[src/rtl/pg_pkg.sv]
// Shared types and the per-bit generate/propagate/half-sum function
// used by the prefix adder front end.
package pg_pkg;

    typedef enum logic {
        PROP_MODE_OR  = 1'b0,
        PROP_MODE_XOR = 1'b1
    } prop_mode_e;

    localparam int GHP_W = 3;

    // Returns {gen, prop, half_sum} for one bit position.
    function automatic logic [GHP_W-1:0] pg_bit_f(
        input logic       x,
        input logic       y,
        input prop_mode_e mode
    );
        logic p;
        p = (mode == PROP_MODE_XOR) ? (x ^ y) : (x | y);
        return {x & y, p, x ^ y};
    endfunction

endpackage

[src/rtl/pg_bit.sv]
// One bit of the prefix adder front end: generate, propagate and half-sum.
module pg_bit
    import pg_pkg::*;
#(
    parameter int PROP_XOR = 0
) (
    input  logic x,
    input  logic y,
    output logic gen,
    output logic prop,
    output logic half_sum
);

    localparam prop_mode_e MODE = (PROP_XOR != 0) ? PROP_MODE_XOR : PROP_MODE_OR;

    logic [GHP_W-1:0] ghp;

    assign ghp                  = pg_bit_f(x, y, MODE);
    assign {gen, prop, half_sum} = ghp;

endmodule

[src/rtl/pg_cell.sv]
// Prefix adder front end: per-bit gen/prop/half_sum vectors plus the bit-0
// generate with carry-in folded in, optionally registered on a pipeline boundary.
module pg_cell
    import pg_pkg::*;
#(
    parameter int WIDTH        = 16,
    parameter int PROP_XOR     = 0,
    parameter int REGISTER_OUT = 1
) (
    input  logic             clk,
    input  logic             rst_n,
    input  logic             in_valid,
    input  logic [WIDTH-1:0] x,
    input  logic [WIDTH-1:0] y,
    input  logic             cin,
    output logic             out_valid,
    output logic [WIDTH-1:0] gen,
    output logic [WIDTH-1:0] prop,
    output logic [WIDTH-1:0] half_sum,
    output logic             g0c
);

    logic [WIDTH-1:0] gen_c;
    logic [WIDTH-1:0] prop_c;
    logic [WIDTH-1:0] half_c;
    logic             g0c_c;

    for (genvar i = 0; i < WIDTH; i++) begin : g_bit
        pg_bit #(
            .PROP_XOR (PROP_XOR)
        ) u_bit (
            .x        (x[i]),
            .y        (y[i]),
            .gen      (gen_c[i]),
            .prop     (prop_c[i]),
            .half_sum (half_c[i])
        );
    end

    // Correct for either propagate flavour: when both bits are set gen already covers it.
    assign g0c_c = gen_c[0] | (prop_c[0] & cin);

    if (REGISTER_OUT != 0) begin : g_reg
        always_ff @(posedge clk or negedge rst_n) begin
            if (!rst_n) begin
                out_valid <= 1'b0;
                gen       <= '0;
                prop      <= '0;
                half_sum  <= '0;
                g0c       <= 1'b0;
            end else begin
                out_valid <= in_valid;
                if (in_valid) begin
                    gen      <= gen_c;
                    prop     <= prop_c;
                    half_sum <= half_c;
                    g0c      <= g0c_c;
                end
            end
        end
    end else begin : g_comb
        logic unused_clk_rst;
        assign unused_clk_rst = clk ^ rst_n;

        assign out_valid = in_valid;
        assign gen       = gen_c;
        assign prop      = prop_c;
        assign half_sum  = half_c;
        assign g0c       = g0c_c;
    end

endmodule

[config.mk]
export PLATFORM = sky130hd
export DESIGN_NAME = pg_cell
export DESIGN_NICKNAME = d
export VERILOG_FILES = /design/src/rtl/pg_pkg.sv /design/src/rtl/pg_bit.sv /design/src/rtl/pg_cell.sv
export SDC_FILE = /design/constraint.sdc
export NUM_CORES = 1
export LEC_CHECK = 0
export BUFFER_PORTS_ARGS = -buffer_cell sky130_fd_sc_hd__buf_2
export CORE_UTILIZATION = 45
export CTS_BUF_LIST = sky130_fd_sc_hd__clkbuf_2 sky130_fd_sc_hd__clkbuf_4 sky130_fd_sc_hd__clkbuf_8
export DETAILED_ROUTE_END_ITERATION = 8
export PLACE_DENSITY = 0.78
export SKIP_CTS_REPAIR_TIMING = 1
export SLEW_MARGIN = 0
export SYNTH_ARGS = -nofsm -noshare
export SYNTH_HDL_FRONTEND = slang
export SYNTH_SLANG_ARGS = --single-unit
[constraint.sdc]
create_clock -name clk -period 1.2 [get_ports clk]
set_input_delay 0.06 -clock clk [delete_from_list [all_inputs] [get_ports clk]]
set_output_delay 0.06 -clock clk [all_outputs]
set_load 0.02 [all_outputs]
======== Word level (Yosys, flattened, before mapping) ========
Index checks and enable logic that the tools add are counted.
word-level totals
  flip-flop bits (word level) ............. 50
  input bits .............................. 36
  output and inout port bits .............. 50
  word-level logic and storage cells ...... 55
operators by class
  bitwise logic cells ..................... 50
operator list
  cell               count
  bitwise AND 1 bit  17
  OR 1 bit           17
  XOR 1 bit          16

======== Longest topological paths before layout ========
  word-level depth ........................ 3
  mapped depth ............................ 4
  mapped depth without buffers ............ 4

======== Hierarchy ========
Synthesis repeated with hierarchy kept, for this count alone.
unflattened totals
  cells, all modules ...................... 187
  area, all modules ....................... 2,677.6 um2
by module, submodules not included
  module   instances  cells each  area each (um2)  seq. area each (um2)
  pg_cell  1          107         2,097.0          1,251.2
  pg_bit   16         5           36.3             0.0

======== Worst setup path before layout ========
No wires, ideal clock.
  kind .................................... flip-flop to flip-flop
  start ................................... reg gen[10] (netlist name)
  end ..................................... reg gen[10]
  setup time .............................. 125 ps
  arrival ................................. 710 ps
  data required time ...................... 1,075 ps
  path slack .............................. 365 ps
  stages on the path, launching flop included .. 2
  buffers on the path ..................... 0
  period minus slack after synthesis ...... 835 ps
  path through ............................ dfrtp_1 mux2_4
RTL lines
  item                  RTL line       text
  to (signal assigned)  pg_cell.sv:54  gen <= gen_c;
  to (decl)             pg_cell.sv:17  output logic [WIDTH-1:0] gen,

======== Worst setup path after layout ========
  start ................................... reg gen[6]
  end ..................................... out gen[6]
No word-level cell between the ends.

==> run metrics <==
Vias=1,586; area leader, netlist=dfrtp_1; num ports=86; Rel. slew slack=0.818; Power per Cell Area=1250 nW/µm²; crit-path max FO=2; vias in the first global route=1,649; min-delay worst type=in -> reg; largest net degree at the start of global routing=51; Fmax=1080 MHz; initial antenna violation count=0; share of cells above drive strength 1=0.459; Vias/cell=4.54; total CTS buffers=5; Peak VDD IR=532 µV; number of buffers and inverters on the critical path=1; Synthesized Nets=256; Req. time, crit path=1140 ps; Mapped Avg Cell Area=13.4 µm²; crit path time final=925 ps; Ys Warns=0; synth top area cells=dfrtp_1 (50%), mux2_4 (17%), ha_1 (16%); #FFs+latches synth=50; first-pass GRT wire length=7.82 mm; FFs w/ async S/R, synth=1.00; total negative slack=0 ps; drc violations=0; Synth Instances=188; post-layout util=0.597; critical path's slowest cell=dfrtp_1; top cells by count, synth=dfrtp_1 (50), inv_1 (46), ha_1 (32); Initial Util=0.479; Nets=346; Total GRT Usage=0.170; max-slew violation count=0; RSZ-0062 raised after global routing=false; Ant. Diodes=0; Hold WS=31.6 ps; Routability Congestion=0.754; clock root cell=clkbuf_8; clk_lat worst skew=300 ps; Primary FF master, synth=dfrtp_1; Core Area=5270 µm²; initial DRC count=48; Clk pin slew, worst setup/hold paths=90 ps; H-tree depth=2; Final setup viols=0; Yosys top cell area share=0.495; Yosys cell types=12; register area=1250 µm²; overall die width=76.9 µm; clk buf depth=2; drt total wl=4.49 mm; Clock Sinks=50; max_cap viols=0; Critical Path Source Type=flop; Multi-input gate area=1040 µm²; wire per inst=12.9 µm; Core Rows=26; most common cell in the netlist=dfrtp_1; FILL cells=452; synth-to-layout area growth=24.5%; post-route ant nets=0; status=complete, no violations; register area share after synthesis=0.495; CP delay by family, top=flip-flops; CP endpoint kind=output pin; post-detail-place hpwl=3.25 mm; DIE AREA=5920 µm²; port bufs=85; Final Hold Fails=0; CP peak stage delay=400 ps; TritonCTS clock tree=done; P_leak=1.86 nW; CP Class=reg -> out; Post-Syn Area=2530 µm²; total gr overflow=0; slew at the pin closest to its max-slew limit=273 ps; Post-synth EDFFs=0; fin crit share=0.771; Cell Chain, Critical Path=buf_2; Chip Height=76.9 µm; Pre-antenna DRT Iters=2; Critical Path AT=860 ps; Clock Skew=0 ps
-- cell usage in the layout, fill, tap and decap left out --
cell	n
a21oi_1	3
a31oi_1	1
buf_12	3
buf_2	85
clkbuf_4	1
clkbuf_8	6
clkinv_2	1
dfrtp_1	50
dlygate4sd3_1	1
ha_1	32
inv_1	46
mux2_2	3
mux2_4	29
mux2i_1	13
nand2b_1	1
nor2_1	4
-- registers in the layout, summed over array words and instances, names as in the netlist --
signal     cells
g0c            1
half_sum      16
gen           16
out_valid      1
prop          16
-- path summary, 6_finish.rpt --
check / start / to / slack, ps / cells after the start
max: gen[6] / gen[6] / 280 / 1
min: cin / g0c / 30 / 3
max reg2reg: gen[6] / gen[6] / 420 / 1
min reg2reg: gen[13] / gen[13] / 510 / 1
max in group asynchronous: rst_n / half_sum[6] / 680 / 3
min in group asynchronous: rst_n / gen[12] / 270 / 3
-- where the power goes --
| part | leakage (nW) | switching [mW] | internal, mW | total, mW |
|---|---|---|---|---|
| Combinational | 1.23 | 0.518 | 0.435 | 0.953 |
| Clock | 0.0517 | 0.531 | 0.489 | 1.02 |
| Sequential | 0.580 | 0.0942 | 1.86 | 1.96 |
| Total | 1.86 | 1.14 | 2.79 | 3.93 |
-- cell families (layout without fill, tap and decap cells) --
kind of cell / count (synthesis) / after routing / share of synthesized area
AO/OA/AOI/OAI: 4 / 4 / 0.00842
adder cells (fa/ha/maj): 32 / 32 / 0.158
buffers and inverters: 52 / 143 / 0.0921
flip-flops: 50 / 50 / 0.495
multiplexers: 45 / 45 / 0.237
AND/OR/NAND/NOR: 5 / 5 / 0.00842
-- per-stage QoR --
stage	setup WS (ps)	instance area, µm²	cells	total power [mW]
after CTS	259	3130	348	4.01
after floorplan	365	2530	188	2.58
after detailed placement	254	3040	340	2.95
final	275	3140	349	3.93
after global routing	227	3140	349	4.16
after global placement	267	3040	340	2.92
-- per-layer routing --
metal  up-vias  GRT usage  share of wire
met5         -          0              0
met3         6     0.0476          0.050
met2        49      0.288           0.51
met1       767      0.202           0.42
met4         0     0.0692          0.016
li1        764          -              -
-- cell type report --
cell class	count	share of cell area
sequential	50	0.398
multi-input combinational	86	0.331
timing repair buffer	89	0.158
inverter	46	0.0549
clock buffer	7	0.0287
tap	70	0.0279
clock inverter	1	0.00159
No activity file was read; power rests on OpenSTA's default activity.
